File: config.mk
export PLATFORM = sky130hd
export DESIGN_NAME = data_sram_bridge_flat
export DESIGN_NICKNAME = d
export VERILOG_FILES = /design/src/rtl/data_sram_bridge_if.sv /design/src/rtl/data_sram_bridge.sv /design/src/flat_wrapper.sv
export SDC_FILE = /design/constraint.sdc
export NUM_CORES = 1
export LEC_CHECK = 0
export CORE_UTILIZATION = 30
export CTS_CLUSTER_SIZE = 28
export DETAILED_ROUTE_END_ITERATION = 7
export GPL_TIMING_DRIVEN = 0
export PLACE_DENSITY = 0.76
export SLEW_MARGIN = 20
export SYNTH_ARGS = -nofsm -noshare
export SYNTH_HDL_FRONTEND = slang
export SYNTH_SLANG_ARGS = --single-unit
File: constraint.sdc
create_clock -name clka -period 1.7 [get_ports clka]
set_input_delay 0.34 -clock clka [delete_from_list [all_inputs] [get_ports clka]]
set_output_delay 0.34 -clock clka [all_outputs]
set_load 0.01 [all_outputs]
File: src/rtl/data_sram_bridge_if.sv
// rtl/data_sram_bridge_if.sv - split-transaction data SRAM bus (req / addr_ok / data_ok)
//
// Purpose: bundles the request/address-ok/data-ok bus between the bridge and
// the data RAM or cache.
// Modports:
//   master - bridge side: drives request, direction, size, address, strobes,
//            write data; receives addr_ok, data_ok and read data.
//   slave  - memory side: the mirror image of master.
interface data_sram_bridge_if;
  logic        bus_req;
  logic        bus_wr;
  logic [1:0]  bus_size;
  logic [31:0] bus_addr;
  logic [3:0]  bus_wstrb;
  logic [31:0] bus_wdata;
  logic        bus_addr_ok;
  logic        bus_data_ok;
  logic [31:0] bus_rdata;

  modport master (
    output bus_req, bus_wr, bus_size, bus_addr, bus_wstrb, bus_wdata,
    input  bus_addr_ok, bus_data_ok, bus_rdata
  );

  modport slave (
    input  bus_req, bus_wr, bus_size, bus_addr, bus_wstrb, bus_wdata,
    output bus_addr_ok, bus_data_ok, bus_rdata
  );
endinterface

File: src/rtl/data_sram_bridge.sv
// rtl/data_sram_bridge.sv - CPU data-port to split-transaction SRAM bus bridge
//
// Purpose: converts the MEM stage's single-cycle data access into a
// request/addr_ok/data_ok transaction, stalling the pipeline until the
// response arrives and holding load data until the pipeline advances.
// Ports:
//   clka, rst       - clock, synchronous active-high reset
//   cpu_en/wen/size/addr/wdata/hold - access from the MEM stage
//   cpu_rdata       - load data, valid while in DONE
//   cpu_stall       - combinational pipeline freeze
//   cpu_addr_err    - one-cycle pulse for a misaligned access (in DONE)
//   bus             - data_sram_bridge_if.master
//   bus_timeout     - sticky flag: data_ok not seen within TIMEOUT_CYCLES
// Parameter TIMEOUT_CYCLES: WAIT cycles before bus_timeout sets; 0 disables.
// Optional macro ADDR_MAP_EN: map kseg0/kseg1 virtual addresses to physical
// on bus_addr; when undefined bus_addr is the latched address verbatim.
module data_sram_bridge #(
  parameter int unsigned TIMEOUT_CYCLES = 255
) (
  input  logic                clka,
  input  logic                rst,
  input  logic                cpu_en,
  input  logic [3:0]          cpu_wen,
  input  logic [1:0]          cpu_size,
  input  logic [31:0]         cpu_addr,
  input  logic [31:0]         cpu_wdata,
  input  logic                cpu_hold,
  output logic [31:0]         cpu_rdata,
  output logic                cpu_stall,
  output logic                cpu_addr_err,
  data_sram_bridge_if.master  bus,
  output logic                bus_timeout
);

  typedef enum logic [1:0] {IDLE, REQ, WAIT, DONE} state_t;

  localparam int unsigned CW = (TIMEOUT_CYCLES > 1) ? $clog2(TIMEOUT_CYCLES + 1) : 1;
  localparam logic [CW-1:0] TO_MAX = CW'(TIMEOUT_CYCLES);

  state_t        state_q, state_d;
  logic [31:0]   addr_q, wdata_q, rdata_q;
  logic [3:0]    wstrb_q;
  logic [1:0]    size_q;
  logic          wr_q;
  logic          addr_err_q;
  logic [CW-1:0] cnt_q, cnt_d;
  logic          timeout_q, timeout_d;
  logic          misaligned;
  logic          capture;

  always_comb begin
    misaligned = 1'b0;
    case (cpu_size)
      2'd1:    misaligned = cpu_addr[0];
      2'd2:    misaligned = |cpu_addr[1:0];
      default: misaligned = 1'b0;
    endcase
  end

  // Read data is taken either on a same-cycle addr_ok+data_ok in REQ or on
  // data_ok in WAIT; data_ok anywhere else is a stale response and ignored.
  assign capture = ((state_q == REQ) && bus.bus_addr_ok && bus.bus_data_ok) ||
                   ((state_q == WAIT) && bus.bus_data_ok);

  always_comb begin
    state_d = state_q;
    case (state_q)
      IDLE: if (cpu_en) state_d = misaligned ? DONE : REQ;
      REQ:  if (bus.bus_addr_ok) state_d = bus.bus_data_ok ? DONE : WAIT;
      WAIT: if (bus.bus_data_ok) state_d = DONE;
      DONE: if (!cpu_hold) state_d = IDLE;
      default: state_d = IDLE;
    endcase
  end

  // Counter restarts on entry to WAIT and saturates at TIMEOUT_CYCLES.
  always_comb begin
    cnt_d     = cnt_q;
    timeout_d = timeout_q;
    if ((state_q == REQ) && bus.bus_addr_ok && !bus.bus_data_ok) begin
      cnt_d = '0;
    end else if ((state_q == WAIT) && (cnt_q != TO_MAX)) begin
      cnt_d = cnt_q + CW'(1);
    end
    if ((TIMEOUT_CYCLES != 0) && (state_q == WAIT) && (cnt_d == TO_MAX)) begin
      timeout_d = 1'b1;
    end
  end

  always_ff @(posedge clka) begin
    if (rst) begin
      state_q    <= IDLE;
      addr_q     <= '0;
      wdata_q    <= '0;
      wstrb_q    <= '0;
      size_q     <= '0;
      wr_q       <= 1'b0;
      rdata_q    <= '0;
      addr_err_q <= 1'b0;
      cnt_q      <= '0;
      timeout_q  <= 1'b0;
    end else begin
      state_q    <= state_d;
      cnt_q      <= cnt_d;
      timeout_q  <= timeout_d;
      addr_err_q <= 1'b0;
      if ((state_q == IDLE) && cpu_en) begin
        addr_q  <= cpu_addr;
        wdata_q <= cpu_wdata;
        wstrb_q <= cpu_wen;
        size_q  <= cpu_size;
        wr_q    <= |cpu_wen;
        if (misaligned) begin
          addr_err_q <= 1'b1;
          rdata_q    <= '0;
        end
      end
      if (capture) begin
        rdata_q <= bus.bus_rdata;
      end
    end
  end

  assign cpu_stall    = cpu_en & (state_q != DONE);
  assign cpu_rdata    = rdata_q;
  assign cpu_addr_err = addr_err_q;
  assign bus_timeout  = timeout_q;

  assign bus.bus_req   = (state_q == REQ);
  assign bus.bus_wr    = wr_q;
  assign bus.bus_size  = size_q;
  assign bus.bus_wstrb = wstrb_q;
  assign bus.bus_wdata = wdata_q;

`ifdef ADDR_MAP_EN
  // kseg0/kseg1 (0x8000_0000-0xBFFF_FFFF) fold onto the low 512 MiB.
  assign bus.bus_addr = (addr_q[31:30] == 2'b10) ? {3'b000, addr_q[28:0]} : addr_q;
`else
  assign bus.bus_addr = addr_q;
`endif

endmodule

File: src/flat_wrapper.sv
// flat-port wrapper written by rule: the top's interface ports become plain ports
module data_sram_bridge_flat 
#(
  parameter int unsigned TIMEOUT_CYCLES = 255
)
  (clka, rst, cpu_en, cpu_wen, cpu_size, cpu_addr, cpu_wdata, cpu_hold, cpu_rdata, cpu_stall, cpu_addr_err, bus_timeout, bus_bus_req, bus_bus_wr, bus_bus_size, bus_bus_addr, bus_bus_wstrb, bus_bus_wdata, bus_bus_addr_ok, bus_bus_data_ok, bus_bus_rdata);
  data_sram_bridge_if bus_i ();
  input  logic clka;
  input  logic rst;
  input  logic cpu_en;
  input  logic [3:0] cpu_wen;
  input  logic [1:0] cpu_size;
  input  logic [31:0] cpu_addr;
  input  logic [31:0] cpu_wdata;
  input  logic cpu_hold;
  output logic [31:0] cpu_rdata;
  output logic cpu_stall;
  output logic cpu_addr_err;
  output logic bus_timeout;
  output wire logic [$bits(bus_i.bus_req)-1:0] bus_bus_req;
  output wire logic [$bits(bus_i.bus_wr)-1:0] bus_bus_wr;
  output wire logic [$bits(bus_i.bus_size)-1:0] bus_bus_size;
  output wire logic [$bits(bus_i.bus_addr)-1:0] bus_bus_addr;
  output wire logic [$bits(bus_i.bus_wstrb)-1:0] bus_bus_wstrb;
  output wire logic [$bits(bus_i.bus_wdata)-1:0] bus_bus_wdata;
  input wire logic [$bits(bus_i.bus_addr_ok)-1:0] bus_bus_addr_ok;
  input wire logic [$bits(bus_i.bus_data_ok)-1:0] bus_bus_data_ok;
  input wire logic [$bits(bus_i.bus_rdata)-1:0] bus_bus_rdata;
  assign bus_bus_req = bus_i.bus_req;
  assign bus_bus_wr = bus_i.bus_wr;
  assign bus_bus_size = bus_i.bus_size;
  assign bus_bus_addr = bus_i.bus_addr;
  assign bus_bus_wstrb = bus_i.bus_wstrb;
  assign bus_bus_wdata = bus_i.bus_wdata;
  assign bus_i.bus_addr_ok = bus_bus_addr_ok;
  assign bus_i.bus_data_ok = bus_bus_data_ok;
  assign bus_i.bus_rdata = bus_bus_rdata;
  data_sram_bridge #(.TIMEOUT_CYCLES(TIMEOUT_CYCLES)) u_core (.clka(clka), .rst(rst), .cpu_en(cpu_en), .cpu_wen(cpu_wen), .cpu_size(cpu_size), .cpu_addr(cpu_addr), .cpu_wdata(cpu_wdata), .cpu_hold(cpu_hold), .cpu_rdata(cpu_rdata), .cpu_stall(cpu_stall), .cpu_addr_err(cpu_addr_err), .bus(bus_i), .bus_timeout(bus_timeout));
endmodule
Word-level counts from Yosys, hierarchy flattened --
Cells that the tools add are included.
Word-level totals: flip-flop bits (word level) 115, input port bits 108, output and inout bits 107, word-level logic and storage cells 56
Cells by class: add/subtract/negate cells 1, equality and inequality tests 12, mux-type cells 14, bitwise operators 2, reductions and logical operators 17
Operators with widths (count):
- $mux W32 | 3
- $mux W8 | 2
- $mux W2 | 5
- $add A8 B1 Y8 const B | 1
- $eq A8 B8 Y1 const B | 1
- $ne A2 B2 Y1 const B | 4
- $ne A8 B8 Y1 const B | 1
- $pmux W2 S4 | 1
- $logic_and A1 B1 Y1 | 7
- $eq A2 B2 Y1 const B | 3
- $eq A2 B1 Y1 const B | 2
- $reduce_and A4 Y1 | 1
- $reduce_bool A2 Y1 | 2
- $reduce_or A2 Y1 | 2
- $reduce_or A4 Y1 | 1
- $logic_not A2 Y1 | 1
- $mux W1 | 2
- $ne A2 B1 Y1 const B | 1
- $pmux W1 S2 | 1
- $reduce_and A2 Y1 | 1
- $and A1 B1 Y1 | 1
- $logic_not A1 Y1 | 1
- $logic_or A1 B1 Y1 | 1
- $not A1 Y1 | 1

Logic depth before layout (Yosys ltp) --
word-level depth 6, gate-level depth with buffers 8, depth with buffers taken out 6

Least setup slack after synthesis --
Ideal clock, no wire load.
path type reg2reg, start point register u_core.state_q[1], end point register u_core.state_q[0], arrival time 1.545 ns, slack 0.060 ns, cell stages (with the launch flop) 7, path through dfxtp_1 > inv_1 > ha_1 > nor2b_1 > a2111oi_4 > o21ai_1 > a221oi_1
On the way: word-level cells in the longest chain between the ends 3, elaborated cells between the ends (all ways) 10, those cells by class eq/ne (7); mux (1); reduce/logical (2)
RTL lines:
- start: declaration | RTL line data_sram_bridge.sv:40 | state_t state_q, state_d;
- start signal: assignment | RTL line data_sram_bridge.sv:103 | state_q <= state_d;
- $eq A2 B1 Y1 (*)
- named net bus_bus_req | RTL line flat_wrapper.sv:20 | output wire logic [$bits(bus_i.bus_req)-1:0] bus_bus_req;
- $ne A2 B1 Y1 (no source line)
- $reduce_and A4 Y1 (no source line)
The timed path passes the listed nets; every way through them passes the cells marked *. A chain may end at the register's enable or synchronous reset.

Worst setup path in the final report --
start point register u_core.state_q[1], end point output bus_bus_req
On the way: word-level cells in the longest chain between the ends 1
RTL lines:
- $eq A2 B1 Y1 | RTL line data_sram_bridge.sv:129 | assign bus.bus_req = (state_q == REQ);
- end: declaration | RTL line flat_wrapper.sv:20
Every way passes these cells.

==> metrics list <==
- Clock latency on the worst-skew pair, taken at its later pin, is 0.41 ns.
* MaxCap Viol Count: 0
* Average routed wire per standard cell: 14.7 um
* Initial Utilization: 0.312
- The endpoint identified for the worst register-to-register timing path is u_core.state_q[1]$_SDFFE_PP0P_.
- The count of buffers added on input and output ports is 213.
- Cell area after placement: 6740 um2
* Maximum number of pins on one net before global-route repair: 17
- Area share of the largest cell type after synthesis: 0.526
- Number of global-route vias before repair: 4214
- Top delay family on crit path: buffers and inverters
* Startpoint of the worst setup timing path: u_core.state_q[1]$_SDFFE_PP0P_
- Setup repair after global routing could not meet its margin everywhere.
- CP bufs+invs: 2
- The number of nets handed over by synthesis was 660.
- Synth-to-layout area growth: 72.5%
- Status: complete, but fails checks
- Wire length of the first global-routing pass: 21400 um
- The largest total area in the synthesized netlist belongs to sky130_fd_sc_hd__dfxtp_1.
* Failing checks: setup timing
* Global route total overflow: 0
- Clock root buffer master: sky130_fd_sc_hd__clkbuf_16
* Number of clock buffers inserted by TritonCTS: 17
- The initialized floorplan defines 43 standard-cell rows.
- On the worst path, the slowest cell contributes a delay of 0.34 ns.
* PnR worst setup slack: -0.0109 ns
- Startpoint-to-endpoint class of the critical path: reg -> out
- In the final layout, the share of cells above drive strength 1 is 0.102.
- Critical Path Fanout Max: 5
- Synth cell types: 35
- The startpoint identified for the worst register-to-register timing path is u_core.state_q[1]$_SDFFE_PP0P_.
- Core occupancy in the finished layout: 0.538
- After synthesis the netlist holds a flip-flop and latch count of 115.
- The number of antenna violations at the first check in global routing is 1.
* Power density over cell area: 1350 nW/um2
- Worst-case hold slack: 0.256 ns
* Proportion of synthesized chip area in sequential cells: 0.526
* Number of vias in the routed layout: 4544
- Worst IR drop on VDD: 820 uV
- Cell depth of the worst min-delay path: 3
- The path class of the tightest hold or removal check is in -> reg.
- Counting flops with an async set or reset pin after synthesis yields a share of 0.
* Die Footprint: 15100 um2
* End point of the critical path: bus_bus_req
* Final total power: 10.2 mW
- Number of instances in the synthesized netlist: 544
- The die is 123 um wide.
- The clock arrives with 0.0100 ns of skew.
* Post-route ant nets: 0
- Summed over all layers, the routed wires come to 14400 um.
* Final critical path time including I/O delays and setup: 1.71 ns
- The critical path goes through inv_1, ha_2, dlygate4sd2_1.
* Achievable Freq: 0.584 GHz
* Via density per instance: 4.66
- Largest cells by area after synthesis: sky130_fd_sc_hd__dfxtp_1 53%, sky130_fd_sc_hd__nand2_1 15%, sky130_fd_sc_hd__a21oi_1 12%, sky130_fd_sc_hd__nand3_1 4.2%, sky130_fd_sc_hd__ha_1 2.3%
- Die Span Y: 123 um
- Ports: 215
* HPWL reported at the end of detailed placement: 10300 um
- Total Nets Final: 898
- During synthesis, Yosys emitted a total of 0 warnings.
- Clock tree synthesis found a total of 115 sinks.
- Levels on crit path: 3
* Detailed Route Iter0 Violations: 143
* Number of enable flip-flop cells after synthesis: 0
- After clock tree synthesis, the clock-pin slew on the worst setup and hold paths is 0.05 ns.
- Number of inserted filler cells in the final layout: 1261
- Worst-case register-to-register setup slack: 0.01 ns
- Headroom to the max-slew limit came out at 0.619.
- The region available for standard cell placement spans 14000 um2.
- Final Cell Area: 7560 um2
* Static Leakage: 2.82 nW
- For the worst flop-to-flop path, the logic depth is 7.
- Period Utilization, post-route: 1.01
* Cts-stage hold buffer count: 0
- The longest clock path from root to sink contains 2 buffers.
- For this run, the detailed router's first-pass iteration total came to 4.
- Final count of hold timing violations: 0
- The H-tree generated during clock tree synthesis spans 4 levels.
* Data arrival time of the worst path: 1.37 ns
* Total count of max-transition violations in the final report: 0
* Final Setup Violations: 1
* Capturing element type of the critical path: output pin
* Required @ worst endpoint: 1.36 ns
- For this design, the slowest cell found on the critical path is sky130_fd_sc_hd__dfxtp_2.
- In the global route stage, overall resource usage came out at 0.190.
- Post-Synthesis Mean Instance Area: 8.05 um2
* Least-Margin Pin Slew: 0.571 ns
- Main flop type after synthesis: sky130_fd_sc_hd__dfxtp_1
- Post-Synthesis Cell Area: 4380 um2
- For this run, design rule violations remaining after detail routing come to 0.
- STA classifies the critical path startpoint as a flop.
* Final weighted congestion in routability-driven placement: 0.875
- Clock tree from TritonCTS: done
* Setup_tns: -0.0109 ns
[cells in the final DEF, fill, tap and decap left out, types with 4 or more instances in the layout]
master	count
sky130_fd_sc_hd__dfxtp_1	113
sky130_fd_sc_hd__buf_4	5
sky130_fd_sc_hd__and2_1	5
sky130_fd_sc_hd__clkbuf_1	16
sky130_fd_sc_hd__nor2b_1	5
sky130_fd_sc_hd__clkbuf_8	6
sky130_fd_sc_hd__nor2_1	6
sky130_fd_sc_hd__a21oi_2	4
sky130_fd_sc_hd__clkbuf_4	4
sky130_fd_sc_hd__ha_1	5
sky130_fd_sc_hd__clkdlybuf4s50_1	206
sky130_fd_sc_hd__buf_2	8
sky130_fd_sc_hd__buf_6	7
sky130_fd_sc_hd__nand3_1	37
sky130_fd_sc_hd__clkbuf_2	7
sky130_fd_sc_hd__nand2_1	176
sky130_fd_sc_hd__nor3_1	4
sky130_fd_sc_hd__inv_1	4
sky130_fd_sc_hd__clkbuf_16	17
sky130_fd_sc_hd__a21oi_1	102
[final cells by class]
type | count | area (um2) | share of cell area
antenna | 1 | 2.50 | 0.000331
buffer | 40 | 235 | 0.0311
clock buffer | 24 | 512 | 0.0677
clock inverter | 8 | 121 | 0.0161
inverter | 5 | 18.8 | 0.00248
multi-input combinational | 384 | 1950 | 0.258
sequential | 115 | 2300 | 0.305
tap | 180 | 225 | 0.0298
timing repair buffer | 219 | 2190 | 0.290
[worst min path at each step]
| stage | slack (ns) | startpoint | endpoint |
|---|---|---|---|
| 2_1_floorplan | 0.48 | cpu_addr[0] | u_core.bus.bus_addr[0]$_SDFFE_PP0P_ |
| 6_report | 0.26 | cpu_size[1] | u_core.bus.bus_size[1]$_SDFFE_PP0P_ |
| 5_1_grt | 0.27 | cpu_size[1] | u_core.bus.bus_size[1]$_SDFFE_PP0P_ |
| 3_5_place_dp | 0.45 | u_core.bus.bus_addr[12]$_SDFFE_PP0P_ | u_core.bus.bus_addr[12]$_SDFFE_PP0P_ |
| 3_3_place_gp | 0.44 | u_core.bus.bus_addr[13]$_SDFFE_PP0P_ | u_core.bus.bus_addr[13]$_SDFFE_PP0P_ |
| 4_1_cts | 0.35 | cpu_size[0] | u_core.bus.bus_size[0]$_SDFFE_PP0P_ |
[stage by stage]
stage | std cells | setup WS [ns]
global route | 976 | -0.0641
CTS | 974 | -0.0231
global placement | 937 | -0.583
finish | 976 | -0.0109
detailed placement | 937 | -0.616
floorplan | 544 | 0.0599
[sequential cells by signal (all words and copies together) (netlist names)]
name / flops
u_core.bus.bus_addr: 32
u_core.bus.bus_size: 2
u_core.bus.bus_wdata: 32
u_core.bus.bus_wr: 1
u_core.bus.bus_wstrb: 4
u_core.bus_timeout: 1
u_core.cnt_q: 8
u_core.cpu_addr_err: 1
u_core.cpu_rdata: 32
u_core.state_q: 2
[Yosys cell counts, drive strengths merged (2+ instances only)]
cell,number
a211oi,3
a21oi,106
a31oi,2
a41oi,3
and2,5
and4,2
buf,17
clkbuf,23
dfxtp,115
ha,8
inv,5
mux2i,2
nand2,177
nand2b,3
nand3,37
nand4,2
nor2,7
nor2b,5
nor3,5
o211ai,2
o21a,2
o21ai,3
[per-layer routing]
layer  track usage  share of wire
met1         0.200           0.39
met3        0.0925           0.11
met4        0.0678          0.014
met2         0.327           0.48
met5             0              0
[tightest hold or removal path, delay by kind of cell]
| family | cells | cell delay, ns |
|---|---|---|
| compound gates | 1 | 0.05 |
| buf+inv | 1 | 0.15 |
| simple gates | 1 | 0.07 |
[repair_timing]
action,in CTS,in global routing
gates resized for setup,43,19
setup endpoints to repair,108,52
buffers inserted,2,1
pin swaps,3,4
gates cloned,3,0
[logic make-up (layout without fill, tap and decap cells)]
| kind of cell | after synthesis | count (layout) | synth area share |
|---|---|---|---|
| buffers and inverters | 45 | 296 | 0.0417 |
| DFF | 115 | 115 | 0.526 |
| and+or+nand+nor | 246 | 246 | 0.237 |
| muxes | 2 | 2 | 0.00457 |
| other | 0 | 1 | 0 |
| AOI/OAI and AO/OA | 127 | 127 | 0.166 |
| xor gates and xnor gates | 1 | 1 | 0.00200 |
| adders and majority gates | 8 | 8 | 0.0229 |
[where the power goes]
part           internal, mW  leakage (nW)  switching, mW
sequential             3.12         0.940          0.229
clock                  2.53         0.312           1.22
combinational          1.51          1.57           1.57
Power figures use the tool's default switching activity.
